--- src/rtl/line_clear_engine.sv ---
// Line clear engine: scans the playfield from bottom to top, drops full rows, compacts
// the rest downward, zero-fills the top and accumulates a saturating 4-digit BCD score.
module line_clear_engine #(
    parameter int COLS   = 10,
    parameter int ROWS   = 20,
    parameter int ROW_AW = 5
) (
    input  logic              i_clk,
    input  logic              i_reset,
    input  logic              i_start,
    output logic [ROW_AW-1:0] o_rd_addr,
    input  logic [COLS-1:0]   i_rd_data,
    output logic              o_wr_en,
    output logic [ROW_AW-1:0] o_wr_addr,
    output logic [COLS-1:0]   o_wr_data,
    output logic              o_busy,
    output logic              o_done,
    output logic [4:0]        o_lines_cleared,
    output logic [15:0]       o_score_bcd,
    output logic [2:0]        o_state
);

    typedef enum logic [2:0] {
        S_IDLE = 3'd0,
        S_RD   = 3'd1,
        S_EVAL = 3'd2,
        S_CLR  = 3'd3,
        S_DONE = 3'd4
    } state_t;

    localparam logic [ROW_AW-1:0] LAST_ROW = ROW_AW'(ROWS - 1);
    localparam logic [COLS-1:0]   FULL_ROW = '1;

    state_t            r_state;
    logic [ROW_AW-1:0] r_rd_ptr;
    logic [ROW_AW-1:0] r_wr_ptr;
    logic [4:0]        r_count;
    logic [ROW_AW-1:0] r_rd_addr;
    logic              r_busy;
    logic              r_done;
    logic [4:0]        r_lines;
    logic [15:0]       r_score;

    logic              w_full;
    logic              w_eval_wr;
    logic [4:0]        w_count_next;

    function automatic logic [3:0] pts(input logic [4:0] n);
        case (n)
            5'd0:    pts = 4'd0;
            5'd1:    pts = 4'd1;
            5'd2:    pts = 4'd3;
            5'd3:    pts = 4'd5;
            default: pts = 4'd8;
        endcase
    endfunction

    // Ripple BCD add; a carry out of the thousands digit pins the score at 9999.
    function automatic logic [15:0] bcd_add_sat(input logic [15:0] s, input logic [3:0] p);
        logic [4:0]  sum;
        logic        carry;
        logic [15:0] res;
        carry = 1'b0;
        res   = '0;
        for (int i = 0; i < 4; i++) begin
            sum = {1'b0, s[4*i +: 4]} + {4'd0, carry};
            if (i == 0) begin
                sum = sum + {1'b0, p};
            end
            if (sum > 5'd9) begin
                res[4*i +: 4] = 4'(sum - 5'd10);
                carry         = 1'b1;
            end else begin
                res[4*i +: 4] = sum[3:0];
                carry         = 1'b0;
            end
        end
        bcd_add_sat = carry ? 16'h9999 : res;
    endfunction

    assign w_full       = (i_rd_data == FULL_ROW);
    assign w_count_next = r_count + {4'd0, w_full};
    // The EVAL write depends on read data arriving in the same cycle, so the write port is decoded.
    assign w_eval_wr    = (r_state == S_EVAL) && !w_full && (r_wr_ptr != r_rd_ptr);

    assign o_wr_en         = w_eval_wr || (r_state == S_CLR);
    assign o_wr_addr       = r_wr_ptr;
    assign o_wr_data       = (r_state == S_EVAL) ? i_rd_data : '0;
    assign o_rd_addr       = r_rd_addr;
    assign o_busy          = r_busy;
    assign o_done          = r_done;
    assign o_lines_cleared = r_lines;
    assign o_score_bcd     = r_score;
    assign o_state         = r_state;

    always_ff @(posedge i_clk) begin
        if (i_reset) begin
            r_state   <= S_IDLE;
            r_rd_ptr  <= '0;
            r_wr_ptr  <= '0;
            r_count   <= '0;
            r_rd_addr <= '0;
            r_busy    <= 1'b0;
            r_done    <= 1'b0;
            r_lines   <= '0;
            r_score   <= '0;
        end else begin
            case (r_state)
                S_IDLE: begin
                    r_done <= 1'b0;
                    if (i_start) begin
                        r_rd_ptr  <= LAST_ROW;
                        r_wr_ptr  <= LAST_ROW;
                        r_count   <= '0;
                        r_rd_addr <= LAST_ROW;
                        r_busy    <= 1'b1;
                        r_state   <= S_RD;
                    end
                end
                S_RD: begin
                    r_state <= S_EVAL;
                end
                S_EVAL: begin
                    r_count <= w_count_next;
                    if (!w_full) begin
                        r_wr_ptr <= r_wr_ptr - 1'b1;
                    end
                    if (r_rd_ptr == '0) begin
                        if (w_count_next != 5'd0) begin
                            r_state <= S_CLR;
                        end else begin
                            r_state <= S_DONE;
                            r_done  <= 1'b1;
                        end
                    end else begin
                        r_rd_ptr  <= r_rd_ptr - 1'b1;
                        r_rd_addr <= r_rd_ptr - 1'b1;
                        r_state   <= S_RD;
                    end
                end
                S_CLR: begin
                    r_wr_ptr <= r_wr_ptr - 1'b1;
                    if (r_wr_ptr == '0) begin
                        r_state <= S_DONE;
                        r_done  <= 1'b1;
                    end
                end
                S_DONE: begin
                    r_done  <= 1'b0;
                    r_busy  <= 1'b0;
                    r_lines <= r_count;
                    r_score <= bcd_add_sat(r_score, pts(r_count));
                    r_state <= S_IDLE;
                end
                default: begin
                    r_state <= S_IDLE;
                    r_busy  <= 1'b0;
                    r_done  <= 1'b0;
                end
            endcase
        end
    end

endmodule
--- config.mk ---
export PLATFORM = sky130hd
export DESIGN_NAME = line_clear_engine
export DESIGN_NICKNAME = d
export VERILOG_FILES = /design/src/rtl/line_clear_engine.sv
export SDC_FILE = /design/constraint.sdc
export NUM_CORES = 1
export LEC_CHECK = 0
export ABC_AREA = 1
export BUFFER_PORTS_ARGS = -buffer_cell sky130_fd_sc_hd__clkbuf_2
export CAP_MARGIN = 10
export CORE_MARGIN = 10
export CORE_UTILIZATION = 30
export DETAILED_ROUTE_END_ITERATION = 16
export GPL_TIMING_DRIVEN = 1
export PLACE_DENSITY = 0.57
export RECOVER_POWER = 50
export SYNTH_ARGS = -nofsm -noshare
export SYNTH_HDL_FRONTEND = slang
export SYNTH_SLANG_ARGS = --single-unit
export TNS_END_PERCENT = 100
--- constraint.sdc ---
create_clock -name i_clk -period 8.28 [get_ports i_clk]
set_input_delay 0.414 -clock i_clk [delete_from_list [all_inputs] [get_ports i_clk]]
set_output_delay 0.414 -clock i_clk [all_outputs]
set_load 0.02 [all_outputs]
==> run summary <==
Once the floorplan was initialized, standard cells occupied 31.03% of the core. Share of post-route cells with drive strength above 1: 9.773%. Remaining antenna violation count: 0. At the pin with the least slew margin, the transition time is 1.233 ns. In this run the core area contains 33 standard-cell rows. In the final design database the tool counted 473 nets. The placeable core region is 8299 um^2. The most used flip-flop cell after synthesis is sky130_fd_sc_hd__dfxtp_1. The largest individual stage delay along the critical path comes from the cell sky130_fd_sc_hd__fa_1. After synthesis, the largest area contributor takes up 31.88% of total cell area.

The run gives 0 as the number of max-slew violations in the final report. The via count of the first global-routing pass was 2380. The tools report the maximum clock skew at final layout as 0.006257 ns. In this run the power density over the cells is 209.2 nW/um^2. Gates resized during post-CTS repair numbered 0. Of all nets on the critical path, the largest fanout is 11. For the worst setup path, the data required time is 8.47 ns. The run gives 6.08 ns as the critical path arrival. The number of antenna violations at the first check in global routing came out at 0. After detailed routing, the total wire length is 6.809 mm. Count of warnings emitted by yosys: 0. The tightest min-delay check is of the in -> reg type. Die width: 112.6 um. The synthesis-to-finish area growth is 15.65%. The biggest cell delay along the critical path was 0.42 ns; the largest voltage drop on the vdd net was 0.06838 mV. The run gives 0 as the total of max-cap violations.

The type of element launching the critical path was a register. The worst setup path is captured at a register. The clock passes through at most 2 buffers.

Clock-pin slew was measured on the worst setup and hold paths at 0.08 ns. The logs give 0.0006229 W for the overall power after layout and 0 ns for the total negative slack. The total overflow reported by the global router is 0. sky130_fd_sc_hd__dfxtp_1 takes more of the synthesized area than any other cell. Post-route core utilization: 35.88%.

Setup repair after global routing left no endpoint under its margin. Dividing the detail-routed wire length by the instance count gives 12.49 um. For the maximum number of pins on one net before global-route repair, the log shows 26. The type of the worst setup path was reg -> reg. The sequential fraction of the synthesis area came out at 31.88%.

The number of antenna cells inserted was 0; the clock latency on the worst-skew pair was 0.29 ns. Pin placement for this block handled 60 I/O pins. For this design the static power due to leakage is 1.446 nW.

The first routing iteration left 110 violations. CTS built an H-tree with a depth of 2. Wire length of the first global-routing pass: 11.17 mm.

The synthesized netlist cell count is 382, and the internal power consumption is 0.0003629 W. From bottom edge to top edge, the die measures 112.6 um. The mapped netlist covers 2575 um^2. The DRC violation count after routing was 0. Synthesis instantiated 28 different standard cells from the library.

Registers are responsible for 40.4% of the overall power. Setup violations remaining at the end of the flow were counted as 0. The timing-limited maximum frequency was 169.9 MHz.

Detailed routing inserted a total of 2492 vias. The cell with the most instances on the worst path was sky130_fd_sc_hd__nand2_1. By count the netlist is led by sky130_fd_sc_hd__nand2_1, sky130_fd_sc_hd__inv_1, sky130_fd_sc_hd__dfxtp_1. TritonCTS built the clock tree.

The time the worst path needs with I/O delays and setup was 5.886 ns. In this run, post-CTS hold repair placed 0 buffers. Among cell families on the critical path, the largest total delay comes from simple AND/OR/NAND/NOR gates. Sorting the synthesized cells by area gives the leading types as sky130_fd_sc_hd__dfxtp_1, sky130_fd_sc_hd__nand2_1, sky130_fd_sc_hd__ha_1.

The proportion of synthesized flip-flops having asynchronous set or reset was 0%. Summed over all nets, the half-perimeter wirelength after detailed placement is 5.343 mm. The tightest hold path in the finished design has a slack of 0.4350 ns.

The buffers inserted during post-CTS setup optimization came out at 0. Yosys mapped a number of flops with a built-in enable equal to 0. During placement, the flow inserted port buffers numbering 59.

The run finished with clean final reports. In the routed layout, each cell is associated on average with a via count of 4.572. When the netlist entered floorplanning its net count stood at 416. The share of the cycle needed by the critical path after routing is 71.09%, and the full die area is 12690 um^2. The clock root buffer was sky130_fd_sc_hd__clkbuf_8. The worst slew slack as a fraction of its limit is 17.78%, and the first-pass iteration count of the detailed router is 4.

The register bit total from synthesis was 41. Summed over all nets, the switching power comes to 0.0002600 W. The logs give 20.5% for the share of power burned in the clock network and 0.7943 for the weighted congestion at the end of routability-driven global placement. Net switching is 41.74% of the power. The logs give 5 for the clock buffer count from CTS and 10.36% for the global-route total usage across every layer.

The buffers plus inverters on the worst setup path works out to 6. The count of final hold-check violations is 0. Most repeated cell in the gate-level netlist after synthesis: sky130_fd_sc_hd__nand2_1. The synthesized area per cell is 6.741 um^2, and the number of sinks handled by clock tree synthesis is 41.

The run gives 39.1% as the combinational share of power.
## per-layer routing
layer  GRT usage [%]  vias up  part of all wire (%)
li1                -     1337                     -
met1           11.76     1107                    47
met2           18.05       46                    48
met3           3.461        2                   5.1
met4           2.792        0                  0.28
met5               0        -                     0
## layout make-up
type / instances / area (um^2)
flip-flops and latches: 41 / 820.8
well taps: 105 / 131.4
repair buffers: 59 / 249.0
fillers: 905 / 5321
inverters: 57 / 219.0
multi-input cells: 275 / 1478
clock buffers: 8 / 80.08
## cell families (layout without fill, tap and decap cells)
group | after synthesis | after routing | share of synthesized area, %
and+or+nand+nor | 181 | 181 | 30.90
buffers and inverters | 66 | 124 | 10.25
AOI/OAI and AO/OA | 60 | 60 | 12.05
adders and majority gates | 21 | 21 | 10.50
DFF | 41 | 41 | 31.88
xor gates and xnor gates | 13 | 13 | 4.422
## tightest hold or removal path, cell delays in order
cell and delay (ns):
sky130_fd_sc_hd__clkbuf_2 0.10, sky130_fd_sc_hd__nand2_2 0.10, sky130_fd_sc_hd__a21oi_1 0.06
## power by group through the flow
stage,registers [W],clock network (W),logic (W)
after global placement,0.000256,0,0.000253
after CTS,0.000252,0.000133,0.000254
final,0.000252,0.000128,0.000244
after global routing,0.000255,0.000141,0.000278
after detailed placement,0.000256,0,0.000254
after floorplan,0.000280,0,0.000160
## placed cells by master (no fill, tap or decap)
| master | count |
|---|---|
| sky130_fd_sc_hd__a21oi_1 | 35 |
| sky130_fd_sc_hd__a31o_2 | 1 |
| sky130_fd_sc_hd__a31oi_1 | 3 |
| sky130_fd_sc_hd__clkbuf_1 | 40 |
| sky130_fd_sc_hd__clkbuf_2 | 22 |
| sky130_fd_sc_hd__clkbuf_8 | 5 |
| sky130_fd_sc_hd__clkinv_4 | 1 |
| sky130_fd_sc_hd__dfxtp_1 | 41 |
| sky130_fd_sc_hd__fa_1 | 1 |
| sky130_fd_sc_hd__ha_1 | 20 |
| sky130_fd_sc_hd__inv_1 | 53 |
| sky130_fd_sc_hd__inv_2 | 3 |
| sky130_fd_sc_hd__nand2_1 | 81 |
| sky130_fd_sc_hd__nand2_2 | 6 |
| sky130_fd_sc_hd__nand2_4 | 1 |
| sky130_fd_sc_hd__nand3_1 | 38 |
| sky130_fd_sc_hd__nand4_1 | 5 |
| sky130_fd_sc_hd__nor2_1 | 42 |
| sky130_fd_sc_hd__nor2_2 | 1 |
| sky130_fd_sc_hd__nor2_4 | 1 |
| sky130_fd_sc_hd__nor3_1 | 3 |
| sky130_fd_sc_hd__o21ai_0 | 19 |
| sky130_fd_sc_hd__o21ai_1 | 1 |
| sky130_fd_sc_hd__o21bai_1 | 1 |
| sky130_fd_sc_hd__or2_1 | 1 |
| sky130_fd_sc_hd__or2_2 | 2 |
| sky130_fd_sc_hd__xnor2_1 | 7 |
| sky130_fd_sc_hd__xor2_1 | 6 |
## flip-flops by register name (all words and copies together) (netlist names)
| signal | flops |
|---|---|
| o_score_bcd | 16 |
| o_state | 3 |
| r_count | 5 |
| o_lines_cleared | 5 |
| o_rd_addr | 5 |
| o_busy | 1 |
| o_done | 1 |
| o_wr_addr | 5 |
## per-stage QoR
stage               instance area [um^2]  std cells  setup slack (ns)
detailed placement                  2957        537             2.446
global placement                    2957        537             2.797
global route                        2978        545             1.777
CTS                                 3037        545             2.435
finish                              2978        545             2.394
floorplan                           2575        382             3.334
## final timing paths
kind | slack (ns) | depth (start not counted) | from | end
max | 2.39 | 37 | r_count[2] | o_score_bcd[4]
min | 0.43 | 3 | i_start | o_busy
max reg2reg | 2.39 | 37 | r_count[2] | o_score_bcd[4]
min reg2reg | 0.49 | 2 | o_busy | o_busy
No activity file was read; power rests on OpenSTA's default activity.
